$ cat src/rtl/clock_group_div_source.sv
// clock_group_div_source
//
// Sourcing end of the clock-group bundle. One reference clock is divided
// down into NUM_DOMAINS domain clocks by toggle division. Each domain has its
// own active-high reset. A domain reset is released only after RESET_CYCLES
// rising edges of that domain's clock, and always on a falling edge. A
// valid/ready config port reprograms one domain's divisor at a time. The
// reprogrammed domain is taken through a glitch-free drain and reset sequence.
//
// Ports:
//   clock        reference clock
//   reset        asynchronous active-high reset
//   cfg_valid    config request
//   cfg_ready    config request can be accepted (low while busy)
//   cfg_domain   target domain index
//   cfg_divisor  new divisor for the target domain (0 behaves as 1)
//   cfg_err      one-cycle pulse after accepting an out-of-range domain
//   busy         a domain is reconfiguring
//   out_clock    divided clocks, bit k = domain k
//   out_reset    domain resets, active-high, bit k = domain k
module clock_group_div_source #(
    parameter int NUM_DOMAINS  = 6,
    parameter int DIV_W        = 8,
    parameter int RESET_CYCLES = 4,
    parameter int DEFAULT_DIV  = 1
) (
    input  logic                   clock,
    input  logic                   reset,
    input  logic                   cfg_valid,
    output logic                   cfg_ready,
    input  logic [7:0]             cfg_domain,
    input  logic [DIV_W-1:0]       cfg_divisor,
    output logic                   cfg_err,
    output logic                   busy,
    output logic [NUM_DOMAINS-1:0] out_clock,
    output logic [NUM_DOMAINS-1:0] out_reset
);

    localparam int RC_W = $clog2(RESET_CYCLES + 1);
    localparam logic [RC_W-1:0] RC_DONE = RC_W'(RESET_CYCLES);

    typedef enum logic [1:0] {
        ST_RUN,
        ST_DRAIN,
        ST_HOLD
    } dom_state_t;

    logic                   accept;
    logic                   accept_bad;
    logic                   accept_ok;
    logic                   busy_d;
    logic [DIV_W-1:0]       pend_div;
    logic [NUM_DOMAINS-1:0] hold_release;

    assign accept     = cfg_valid && cfg_ready;
    assign accept_bad = accept && (cfg_domain >= 8'(NUM_DOMAINS));
    assign accept_ok  = accept && !accept_bad;

    // An accepted request for a valid domain sets busy. busy clears when that
    // domain releases its reset at the end of HOLD. The two events cannot
    // happen together: an accept needs cfg_ready, and cfg_ready is low while
    // busy is set.
    always_comb begin
        busy_d = busy;
        if (accept_ok) begin
            busy_d = 1'b1;
        end else if (|hold_release) begin
            busy_d = 1'b0;
        end
    end

    // Config-side registers. cfg_ready is computed from the next value of
    // busy, so it drops on the same cycle busy rises and comes back on the
    // release cycle. Only one reconfiguration can be in flight, so a single
    // register holds the pending divisor.
    always_ff @(posedge clock or posedge reset) begin
        if (reset) begin
            busy      <= 1'b0;
            cfg_ready <= 1'b0;
            cfg_err   <= 1'b0;
            pend_div  <= DIV_W'(DEFAULT_DIV);
        end else begin
            busy      <= busy_d;
            cfg_ready <= !busy_d;
            cfg_err   <= accept_bad;
            if (accept_ok) begin
                pend_div <= cfg_divisor;
            end
        end
    end

    for (genvar k = 0; k < NUM_DOMAINS; k++) begin : g_dom
        logic [DIV_W-1:0] cnt_q, cnt_d;
        logic [DIV_W-1:0] div_q, div_d;
        logic [DIV_W-1:0] last;
        logic [RC_W-1:0]  rc_q, rc_d;
        logic             clk_q, clk_d;
        logic             rst_q, rst_d;
        logic             start, wrap, rise, fall, release_ok;
        dom_state_t       st_q, st_d;

        assign start      = accept_ok && (cfg_domain == 8'(k));
        // A stored divisor of 0 divides as if it were 1.
        assign last       = (div_q == '0) ? '0 : div_q - DIV_W'(1);
        assign wrap       = (cnt_q == last);
        assign rise       = wrap && !clk_q;
        assign fall       = wrap && clk_q;
        assign release_ok = rst_q && fall && (rc_q == RC_DONE);

        assign hold_release[k] = (st_q == ST_HOLD) && release_ok;
        assign out_clock[k]    = clk_q;
        assign out_reset[k]    = rst_q;

        // Next-state logic for one domain. Toggle division runs in every
        // state. While reset is held, rc counts rising edges of the domain
        // clock. The power-on release happens in RUN under the same rule as
        // a HOLD release. DRAIN only switches the divisor while the clock is
        // low or on its falling toggle, so a high phase is never cut short.
        // A switch also clears rc. That keeps the rc value saturated by the
        // previous release from ending reset early.
        always_comb begin
            cnt_d = cnt_q;
            clk_d = clk_q;
            rc_d  = rc_q;
            rst_d = rst_q;
            div_d = div_q;
            st_d  = st_q;

            if (wrap) begin
                clk_d = ~clk_q;
                cnt_d = '0;
            end else begin
                cnt_d = cnt_q + DIV_W'(1);
            end

            if (rst_q && rise && (rc_q != RC_DONE)) begin
                rc_d = rc_q + RC_W'(1);
            end

            case (st_q)
                ST_RUN: begin
                    if (start) begin
                        rst_d = 1'b1;
                        st_d  = ST_DRAIN;
                    end else if (release_ok) begin
                        rst_d = 1'b0;
                    end
                end
                ST_DRAIN: begin
                    if (!clk_q || fall) begin
                        clk_d = 1'b0;
                        cnt_d = '0;
                        rc_d  = '0;
                        div_d = pend_div;
                        st_d  = ST_HOLD;
                    end
                end
                ST_HOLD: begin
                    if (release_ok) begin
                        rst_d = 1'b0;
                        st_d  = ST_RUN;
                    end
                end
                default: begin
                    st_d = ST_RUN;
                end
            endcase
        end

        // Per-domain state registers. Every domain output comes straight
        // from one of these flops, so out_clock and out_reset have no
        // combinational path from any input.
        always_ff @(posedge clock or posedge reset) begin
            if (reset) begin
                cnt_q <= '0;
                clk_q <= 1'b0;
                rc_q  <= '0;
                rst_q <= 1'b1;
                div_q <= DIV_W'(DEFAULT_DIV);
                st_q  <= ST_RUN;
            end else begin
                cnt_q <= cnt_d;
                clk_q <= clk_d;
                rc_q  <= rc_d;
                rst_q <= rst_d;
                div_q <= div_d;
                st_q  <= st_d;
            end
        end
    end

endmodule
$ cat config.mk
export PLATFORM = sky130hd
export DESIGN_NAME = clock_group_div_source
export DESIGN_NICKNAME = d
export VERILOG_FILES = /design/src/rtl/clock_group_div_source.sv
export SDC_FILE = /design/constraint.sdc
export NUM_CORES = 1
export LEC_CHECK = 0
export CAP_MARGIN = 5
export CELL_PAD_IN_SITES_DETAIL_PLACEMENT = 0
export CELL_PAD_IN_SITES_GLOBAL_PLACEMENT = 1
export CORE_MARGIN = 8
export CORE_UTILIZATION = 49
export DETAILED_ROUTE_END_ITERATION = 12
export PLACE_DENSITY_LB_ADDON = 0.15
export SLEW_MARGIN = 10
export SYNTH_ARGS = -nofsm -noshare
export SYNTH_HDL_FRONTEND = slang
export SYNTH_SLANG_ARGS = --single-unit
$ cat constraint.sdc
create_clock -name clock -period 5.55 [get_ports clock]
set_clock_uncertainty 0.1 [all_clocks]
set_input_delay 0.555 -clock clock [delete_from_list [all_inputs] [get_ports clock]]
set_output_delay 0.555 -clock clock [all_outputs]
set_load 0.02 [all_outputs]
Word level (Yosys, flattened, before mapping)
Index checks and enable logic that the tools add are counted.
{ "classes": {"n_addsub": 18, "bitwise_logic": 6, "n_mux": 104, "n_lt_le_gt_ge": 1, "eq_ne": 53, "reduce_logical": 97} }
{ "ops": {"columns": ["cell", "count"], "rows": [
  ["$mux 8", 24],
  ["$logic_not 8->1", 7],
  ["$mux 3", 18],
  ["$logic_and 1x1->1", 51],
  ["$add 8x1->8 const B", 6],
  ["$eq 8x8->1", 6],
  ["$sub 8x1->8 const B", 6],
  ["$mux 2", 18],
  ["$ne 2x2->1 const B", 18],
  ["$pmux 2 s3", 6],
  ["$mux 1", 32],
  ["$add 3x1->3 const B", 6],
  ["$eq 3x3->1 const B", 6],
  ["$ne 3x3->1 const B", 6],
  ["$reduce_and 3->1", 6],
  ["$eq 8x2->1 const B", 2],
  ["$eq 8x3->1 const B", 2],
  ["$eq 2x1->1 const B", 6],
  ["$eq 2x2->1 const B", 6],
  ["$logic_not 2->1", 6],
  ["$pmux 1 s2", 6],
  ["$reduce_and 2->1", 6],
  ["$reduce_bool 2->1", 6],
  ["$eq 8x1->1 const B", 1],
  ["other kinds (5)", 22]
]} }
{ "totals": {"register_bits": 149, "in_bits": 19, "wordCells": 319, "output_inout_bits": 15} }

Logic depth before layout (Yosys ltp)
Gate-level depths: netlist of the first run.
{ "logic_depth": {"ltp_word": 11, "depth_mapped": 15, "ltp_nobuf": 14} }

Worst setup path after synthesis of the first run
No wires, ideal clock.
{ "synth_timing": {"kind": "register to register", "startpoint": "register g_dom[3].div_q[0]", "endpoint": "register g_dom[3].div_q[2]", "arrival_ns": 3.580, "synth_period_minus_slack_ns": 3.804, "setup_ns": 0.125, "path_stages_with_launch": 13, "required_time_ns": 5.325, "setup_slack_ns": 1.746, "n_path_buf": 1, "cell_sequence": "dfstp_2 -> inv_1 -> ha_1 -> nor4b_2 -> and2_1 -> o32a_1 -> or4_1 -> a221oi_4 -> inv_2 -> ha_1 -> nor2_1 -> clkbuf_1 -> mux2_2"} }
{ "synth_via": {"elab_chain_len": 6, "word_cells_on_any_way": 7, "cone_classes": "1 x add/sub; 1 x eq/ne; 1 x mux; 4 x reduce/logical"} }
{ "synth_rtl": {"columns": ["item", "line_no", "text"], "rows": [
  ["start: declaration", "94", "logic [DIV_W-1:0] div_q, div_d;"],
  ["start signal: assignment", "179", "div_q <= DIV_W'(DEFAULT_DIV);"],
  ["start signal: assignment", "186", "div_q <= div_d;"],
  ["$sub 8x1->8 or $logic_not 8->1 (tied branches)", "104", "assign last = (div_q == '0) ? '0 : div_q - DIV_W'(1);"],
  ["$mux 8 *", "104", null],
  ["$eq 8x8->1 *", "105", "assign wrap = (cnt_q == last);"],
  ["$logic_and 1x1->1 *", "107", "assign fall = wrap && clk_q;"],
  ["$logic_or 1x1->1 *", "150", "if (!clk_q || fall) begin"],
  ["$reduce_and 2->1 (no line) *", null, null]
]} }
Mark *: on every way between the ends. The rest lies on a longest branch, timed or not.
A chain may end at the register's enable or synchronous reset.

Worst setup path after layout of the first run
{ "layout_timing": {"startpoint": "register g_dom[5].div_q[1]", "endpoint": "register g_dom[5].cnt_q[4]"} }
{ "layout_via": {"elab_chain_len": 7, "word_cells_on_any_way": 9, "cone_classes": "1 x add/sub; 1 x eq/ne; 4 x mux; 3 x reduce/logical"} }
{ "layout_rtl": {"columns": ["item", "line_no", "text"], "rows": [
  ["start: declaration", "94", null],
  ["start signal: assignment", "179", null],
  ["start signal: assignment", "186", null],
  ["$sub 8x1->8 or $logic_not 8->1 (tied branches)", "104", null],
  ["$mux 8 *", "104", null],
  ["$eq 8x8->1 *", "105", null],
  ["$logic_and 1x1->1", "107", null],
  ["$logic_or 1x1->1", "150", null],
  ["$mux 8", "150", null],
  ["$mux 8 *", "140", "case (st_q)"],
  ["via g_dom[5].cnt_d[4]", "93", "logic [DIV_W-1:0] cnt_q, cnt_d;"],
  ["end signal: assignment", "182", "cnt_q <= cnt_d;"],
  ["end: declaration", "93", null]
]} }
Mark *: on every way through the listed nets, which the timed path passes. The rest lies on a longest branch.

==> results of run 1 <==
==> per-stage QoR <==
stage / utilization [%] / instance area, µm² / total power [mW] / worst slack, ns
finish: 55.78 / 10090 / 3.699 / 1.250
global route: 55.78 / 10090 / 3.946 / 0.8191
CTS: 55.78 / 10090 / 3.746 / 1.278
detailed placement: 52.59 / 9512 / 2.576 / 1.340
global placement: 52.59 / 9512 / 2.533 / 1.461
floorplan: - / 9084 / 2.303 / 0.9085
==> final timing paths <==
| check | startpoint | endpoint | cells after the start |
|---|---|---|---|
| min in group asynchronous | reset | g_dom[3].rc_q[0] | 2 |
| max reg2reg | g_dom[5].div_q[1] | g_dom[5].cnt_q[4] | 12 |
| min reg2reg | g_dom[1].st_q[1] | g_dom[1].st_q[0] | 1 |
| max in group asynchronous | reset | pend_div[6] | 3 |
| min | g_dom[1].st_q[1] | g_dom[1].st_q[0] | 1 |
| max | g_dom[5].div_q[1] | g_dom[5].cnt_q[4] | 12 |
==> cell usage after synthesis, drive strengths merged (6+ instances only) <==
cell | instances | area share [%]
dfstp | 13 | 3.8
nand3 | 38 | 2.1
a22oi | 7 | 0.58
o31ai | 7 | 0.58
xnor2 | 40 | 3.9
inv | 47 | 1.9
o21ai | 30 | 1.7
nor3b | 14 | 1.2
nand3b | 6 | 0.50
nand2b | 15 | 1.0
nand4 | 16 | 1.1
or3b | 6 | 0.58
dfrtp | 136 | 37
nor4 | 9 | 0.85
or4 | 8 | 0.66
nor2b | 8 | 0.55
or3 | 12 | 0.83
mux2i | 15 | 1.7
and3 | 15 | 1.0
nand2 | 68 | 2.8
nor4b | 8 | 0.98
clkbuf | 30 | 1.2
a21oi | 32 | 1.8
a211oi | 8 | 0.72
mux2 | 36 | 4.5
ha | 42 | 5.8
buf | 17 | 1.5
xor2 | 51 | 4.9
nor3 | 66 | 4.1
nor2 | 59 | 2.4
and2 | 6 | 0.41
==> state kept, by name, indices dropped and copies added (netlist names) <==
register,count
g_dom.clk_q,6
g_dom.div_q,48
pend_div,8
cfg_ready,1
g_dom.cnt_q,48
g_dom.st_q,12
g_dom.rst_q,6
cfg_err,1
g_dom.rc_q,18
busy,1
==> critical path, cell delays in order, from the launching register on <==
cell and delay [ns]:
dfrtp_1 0.41, inv_1 0.09, ha_1 0.31, nor4b_2 0.52, a22oi_1 0.18, o32ai_1 0.30
nand4b_1 0.20, nor4_4 0.63, inv_1 0.12, ha_1 0.22, nor2_1 0.66, buf_4 0.32
nor3_1 0.07
==> cells by family (layout without fill, tap and decap cells) <==
logic type	Yosys count	in the layout	share of synthesized area, %
xor gates and xnor gates	91	91	8.774
buffers and inverters	95	120	4.697
muxes	51	51	6.116
DFF	149	149	41.23
AOI/OAI and AO/OA	143	143	10.84
and+or+nand+nor	368	368	22.56
adders and majority gates	42	42	5.785
==> layout make-up <==
class	instances	area, µm²	share of cell area, %
clock buffers	22	444.2	4.403
inverters	48	185.2	1.836
multi-input cells	695	4912	48.69
repair buffers	40	382.9	3.795
flip-flops and latches	149	3745	37.12
well taps	229	286.5	2.840
clock inverters	10	132.6	1.315
==> per-layer routing <==
metal,track usage (%),up-vias,routed length [µm]
li1,-,3372,-
met1,23.57,3414,9787
met2,28.39,105,9443
met3,3.971,19,771
met4,5.521,0,318
met5,0,-,0
==> power by group <==
part	internal (mW)	switching [mW]
combinational	0.496	0.553
clock	0.703	0.440
sequential	1.25	0.258
==> flow_metrics.py, run 1 <==
metrics = {
    "outcome": {
        "status": "completed",
    },
    "power": {
        "ir_drop_mv": 0.2142,
        "p_leak_nw": 4.385,
        "power_density_nw_per_um2": 366.7,
    },
    "sta": {
        "min_period_ns": 4.300,
        "tns_ns": 0,
        "rsz0062_at_grt": "false",
        "max_slew_margin_pct": 32.50,
        "finalMaxSlewViolations": 0,
        "fin_hold_ws_ns": 0.3685,
        "fmax_mhz": 232.6,
        "period_share_pct": 77.47,
        "hold_viol": 0,
        "setup_violations": 0,
        "max_slew.worst_pin.slew_ns": 1.013,
    },
    "worst_setup_path": {
        "worstPathArrival_ns": 4.46,
        "crit_fanout": 13,
        "required_ns": 5.71,
        "start_kind": "register",
        "reg2reg_slack_ns": 1.25,
        "crit_type": "register to register",
        "cp-end-kind": "register",
    },
    "yosys": {
        "ys_warn_count": 0,
        "synth_edf_count": 0,
        "synthesis.nets": 1000,
        "synth_area_um2": 9084,
        "syn_inst": 939,
        "avgSynthCellArea_um2": 9.674,
        "ys.flop_type": "dfrtp_1",
        "ys_ff_latch": 149,
        "ys_types": 78,
        "synthArstFlopShare_pct": 100.0,
        "synth_seq_area_share_pct": 41.23,
    },
    "finish": {
        "final_cell_mix": "dfrtp_1 (136), nand2_1 (68), nor2_1 (59)",
        "final_nets": 1012,
        "fin_cells": 1193,
        "drive_gt1_share_pct": 12.14,
        "area_growth_syn_to_layout_pct": 11.06,
        "layout_commonest_cell": "dfrtp_1",
        "n_fill_cell": 1551,
        "diodes": 0,
    },
    "placed_design": {
        "io_buffers": 33,
        "dp_hpwl_um": 14490,
        "routabilityCongestion": 0.8536,
        "post-place-cells": 1161,
    },
    "cts": {
        "clockBufferDepth": 2,
        "cts.sinks": 149,
        "numCtsBuffers": 17,
        "clkSlewWorstSetupHoldPaths_ns": 0.06,
        "htreeDepth": 4,
        "post_cts_resized": 0,
        "cts_root_buf": "clkbuf_16",
        "postCtsSetupBuffers": 0,
        "cts_tree": "done",
        "postCtsHoldBufs": 0,
        "insertion_delay_ns": 0.42,
    },
    "global_route": {
        "grt_pass1_vias": 6755,
        "grt_pass1_wl_um": 33820,
        "grt_overflow": 0,
        "grt_max_degree": 109,
        "antenna_found_initial": 0,
        "grt_usage_pct": 17.76,
    },
    "drt": {
        "drt_iter0_markers": 294,
        "drc": 0,
        "via_count": 6910,
        "wire_per_inst_um": 17.03,
        "dr.pass1.iters": 5,
        "viasPerCell": 5.792,
        "drtAntennaViolNets": 0,
        "wl_um": 20320,
    },
    "die": {
        "ios": 34,
        "die-area_um2": 23150,
        "num_rows": 49,
        "fp.dieH_um": 152.2,
        "dieWidth_um": 152.2,
        "initial_core_util_pct": 50.22,
        "coreArea_um2": 18090,
    },
    "job": {
        "maxCapViolCount": 0,
    },
    "min_path": {
        "hold_path.class": "register to register",
    },
}
Power figures use the tool's default switching activity.
==> run 2: changes to the inputs <==
Settings changed: CORE_UTILIZATION 49 to 44.
Clock period 5.55 ns to 3.7 ns, I/O delays scaled along.
==> run 2 against run 1 <==
Compared with the run above: design area up 3.9%; wire length down 0.16%; critical endpoint is now g_dom[5].div_q[3]; non-clock buffer count up 24; total power up 58%; die area up 10%; via count down 1.7%; clock power up 67%; sequential share of layout area down 1.4 points; register-to-register slack worse by 1.1 ns.
==> flow_metrics.py, run 2 (same netlist as run 1, synthesis figures left out) <==
metrics = {
    "outcome": {
        "status": "completed",
    },
    "worst_setup_path": {
        "crit_type": "register to register",
        "worstPathArrival_ns": 3.72,
        "crit_slowest_cell": "dfstp_2",
        "cp-end-kind": "register",
        "required_ns": 3.91,
        "worstPathCellList": "inv_1, ha_1, or3b_2, a22o_1, o32ai_1, nand4b_1, nor4_4, buf_6, inv_1, ha_1, nor2_1, buf_4, mux2_2",
        "start_kind": "register",
        "cpPeakStageDelay_ns": 0.58,
        "reg2regPathDepth": 13,
        "cpLargestDelayFamily": "simple AND/OR/NAND/NOR gates",
        "crit_fanout": 11,
        "cp_num_cells": 13,
        "crit_buf_inv": 4,
    },
    "drt": {
        "viasPerCell": 5.398,
        "drt_iter0_markers": 272,
        "drc": 0,
        "drtAntennaViolNets": 0,
        "dr.pass1.iters": 4,
        "via_count": 6791,
        "wl_um": 20290,
        "wire_per_inst_um": 16.13,
    },
    "placed_design": {
        "dp_hpwl_um": 14380,
        "io_buffers": 33,
        "place_area_um2": 9759,
        "routabilityCongestion": 0.8017,
    },
    "job": {
        "maxCapViolCount": 0,
    },
    "finish": {
        "multi_input_area_um2": 4957,
        "final_cell_mix": "dfrtp_1 (136), nand2_1 (68), nor2_1 (57)",
        "reg.largest.list": "g_dom.cnt_q x48, g_dom.div_q x48, g_dom.rc_q x18",
        "n_fill_cell": 1867,
        "final_area_um2": 10480,
        "layout_commonest_cell": "dfrtp_1",
        "drive_gt1_share_pct": 15.38,
        "regArea_um2": 3745,
        "diodes": 0,
        "final_nets": 1036,
        "area_growth_syn_to_layout_pct": 15.40,
    },
    "die": {
        "num_rows": 52,
        "die-area_um2": 25500,
        "dieWidth_um": 159.7,
        "ios": 34,
        "fp.dieH_um": 159.7,
        "coreArea_um2": 20230,
        "initial_core_util_pct": 44.89,
    },
    "min_path": {
        "hold_path.class": "input pin to async pin",
    },
    "sta": {
        "max_slew_margin_pct": 47.77,
        "period_share_pct": 94.94,
        "hold_viol": 0,
        "setup_violations": 0,
        "tns_ns": 0,
        "rsz0062_at_grt": "false",
        "fmax_mhz": 284.7,
        "min_period_ns": 3.513,
        "finalMaxSlewViolations": 0,
        "fin_hold_ws_ns": 0.3064,
        "max_slew.worst_pin.slew_ns": 0.7763,
    },
    "global_route": {
        "grt_overflow": 0,
        "grt_max_degree": 66,
        "grt_pass1_wl_um": 34850,
        "grt_usage_pct": 16.62,
        "antenna_found_initial": 1,
        "grt_pass1_vias": 6741,
    },
    "cts": {
        "clkSlewWorstSetupHoldPaths_ns": 0.06,
        "numCtsBuffers": 17,
        "htreeDepth": 4,
        "cts_tree": "done",
        "insertion_delay_ns": 0.43,
        "postCtsHoldBufs": 0,
        "cts_root_buf": "clkbuf_16",
        "cts.sinks": 149,
        "clockBufferDepth": 2,
    },
    "power": {
        "p_leak_nw": 4.585,
        "ir_drop_mv": 0.2953,
        "power_density_nw_per_um2": 556.2,
    },
}
run 2: cell count changes in the layout (fill, tap and decap cells not counted), moves of 3 or more:
| cell | change |
|---|---|
| buf_4 | +18 |
| clkbuf_1 | -4 |
| buf_12 | +3 |
| buf_6 | +3 |
run 2: metal layers:
metal,vias up,wire length (µm),GRT usage (%)
met5,-,13,0
met4,2,187,4.674
met3,10,718,3.856
met2,71,9372,25.82
met1,3287,9996,22.77
li1,3421,-,-
run 2: metrics by stage:
step	util (%)	worst slack (ns)	total power, mW	instances
after floorplan	-	0.01359	3.453	939
after global placement	48.23	0.09601	3.923	1223
after detailed placement	48.23	0.003665	3.942	1223
after CTS	51.47	0.04908	5.889	1256
after global routing	51.81	0.007883	6.246	1258
final	51.81	0.1871	5.831	1258
run 2: cell type report:
class | instances | area share [%]
multi-input cells | 695 | 47.29
well taps | 270 | 3.223
clock inverters | 13 | 1.946
flip-flops and latches | 149 | 35.72
inverters | 48 | 1.755
repair buffers | 64 | 5.837
clock buffers | 19 | 4.225
run 2: repair_timing:
action                                  in CTS  in global routing
resized for setup                            0                 12
buffers inserted                             1                  2
pin swaps                                    0                  2
endpoints found under the setup margin       6                 26
endpoints found under the hold margin        0                  0
run 2: worst paths after layout:
path | slack (ns) | end | start
min in group clock | 0.37 | g_dom[5].st_q[0] | g_dom[5].st_q[1]
max in group asynchronous | 2.40 | g_dom[5].rst_q | reset
min reg2reg | 0.37 | g_dom[5].st_q[0] | g_dom[5].st_q[1]
min | 0.31 | g_dom[1].cnt_q[2] | reset
max | 0.19 | g_dom[5].div_q[3] | g_dom[5].div_q[0]
max reg2reg | 0.19 | g_dom[5].div_q[3] | g_dom[5].div_q[0]
run 2: power by group:
part | internal, mW | leakage, nW | switching, mW | total (mW)
Combinational | 0.833 | 2.32 | 0.842 | 1.67
Clock | 1.21 | 0.317 | 0.687 | 1.90
Sequential | 1.87 | 1.95 | 0.384 | 2.26
Total | 3.92 | 4.59 | 1.91 | 5.83
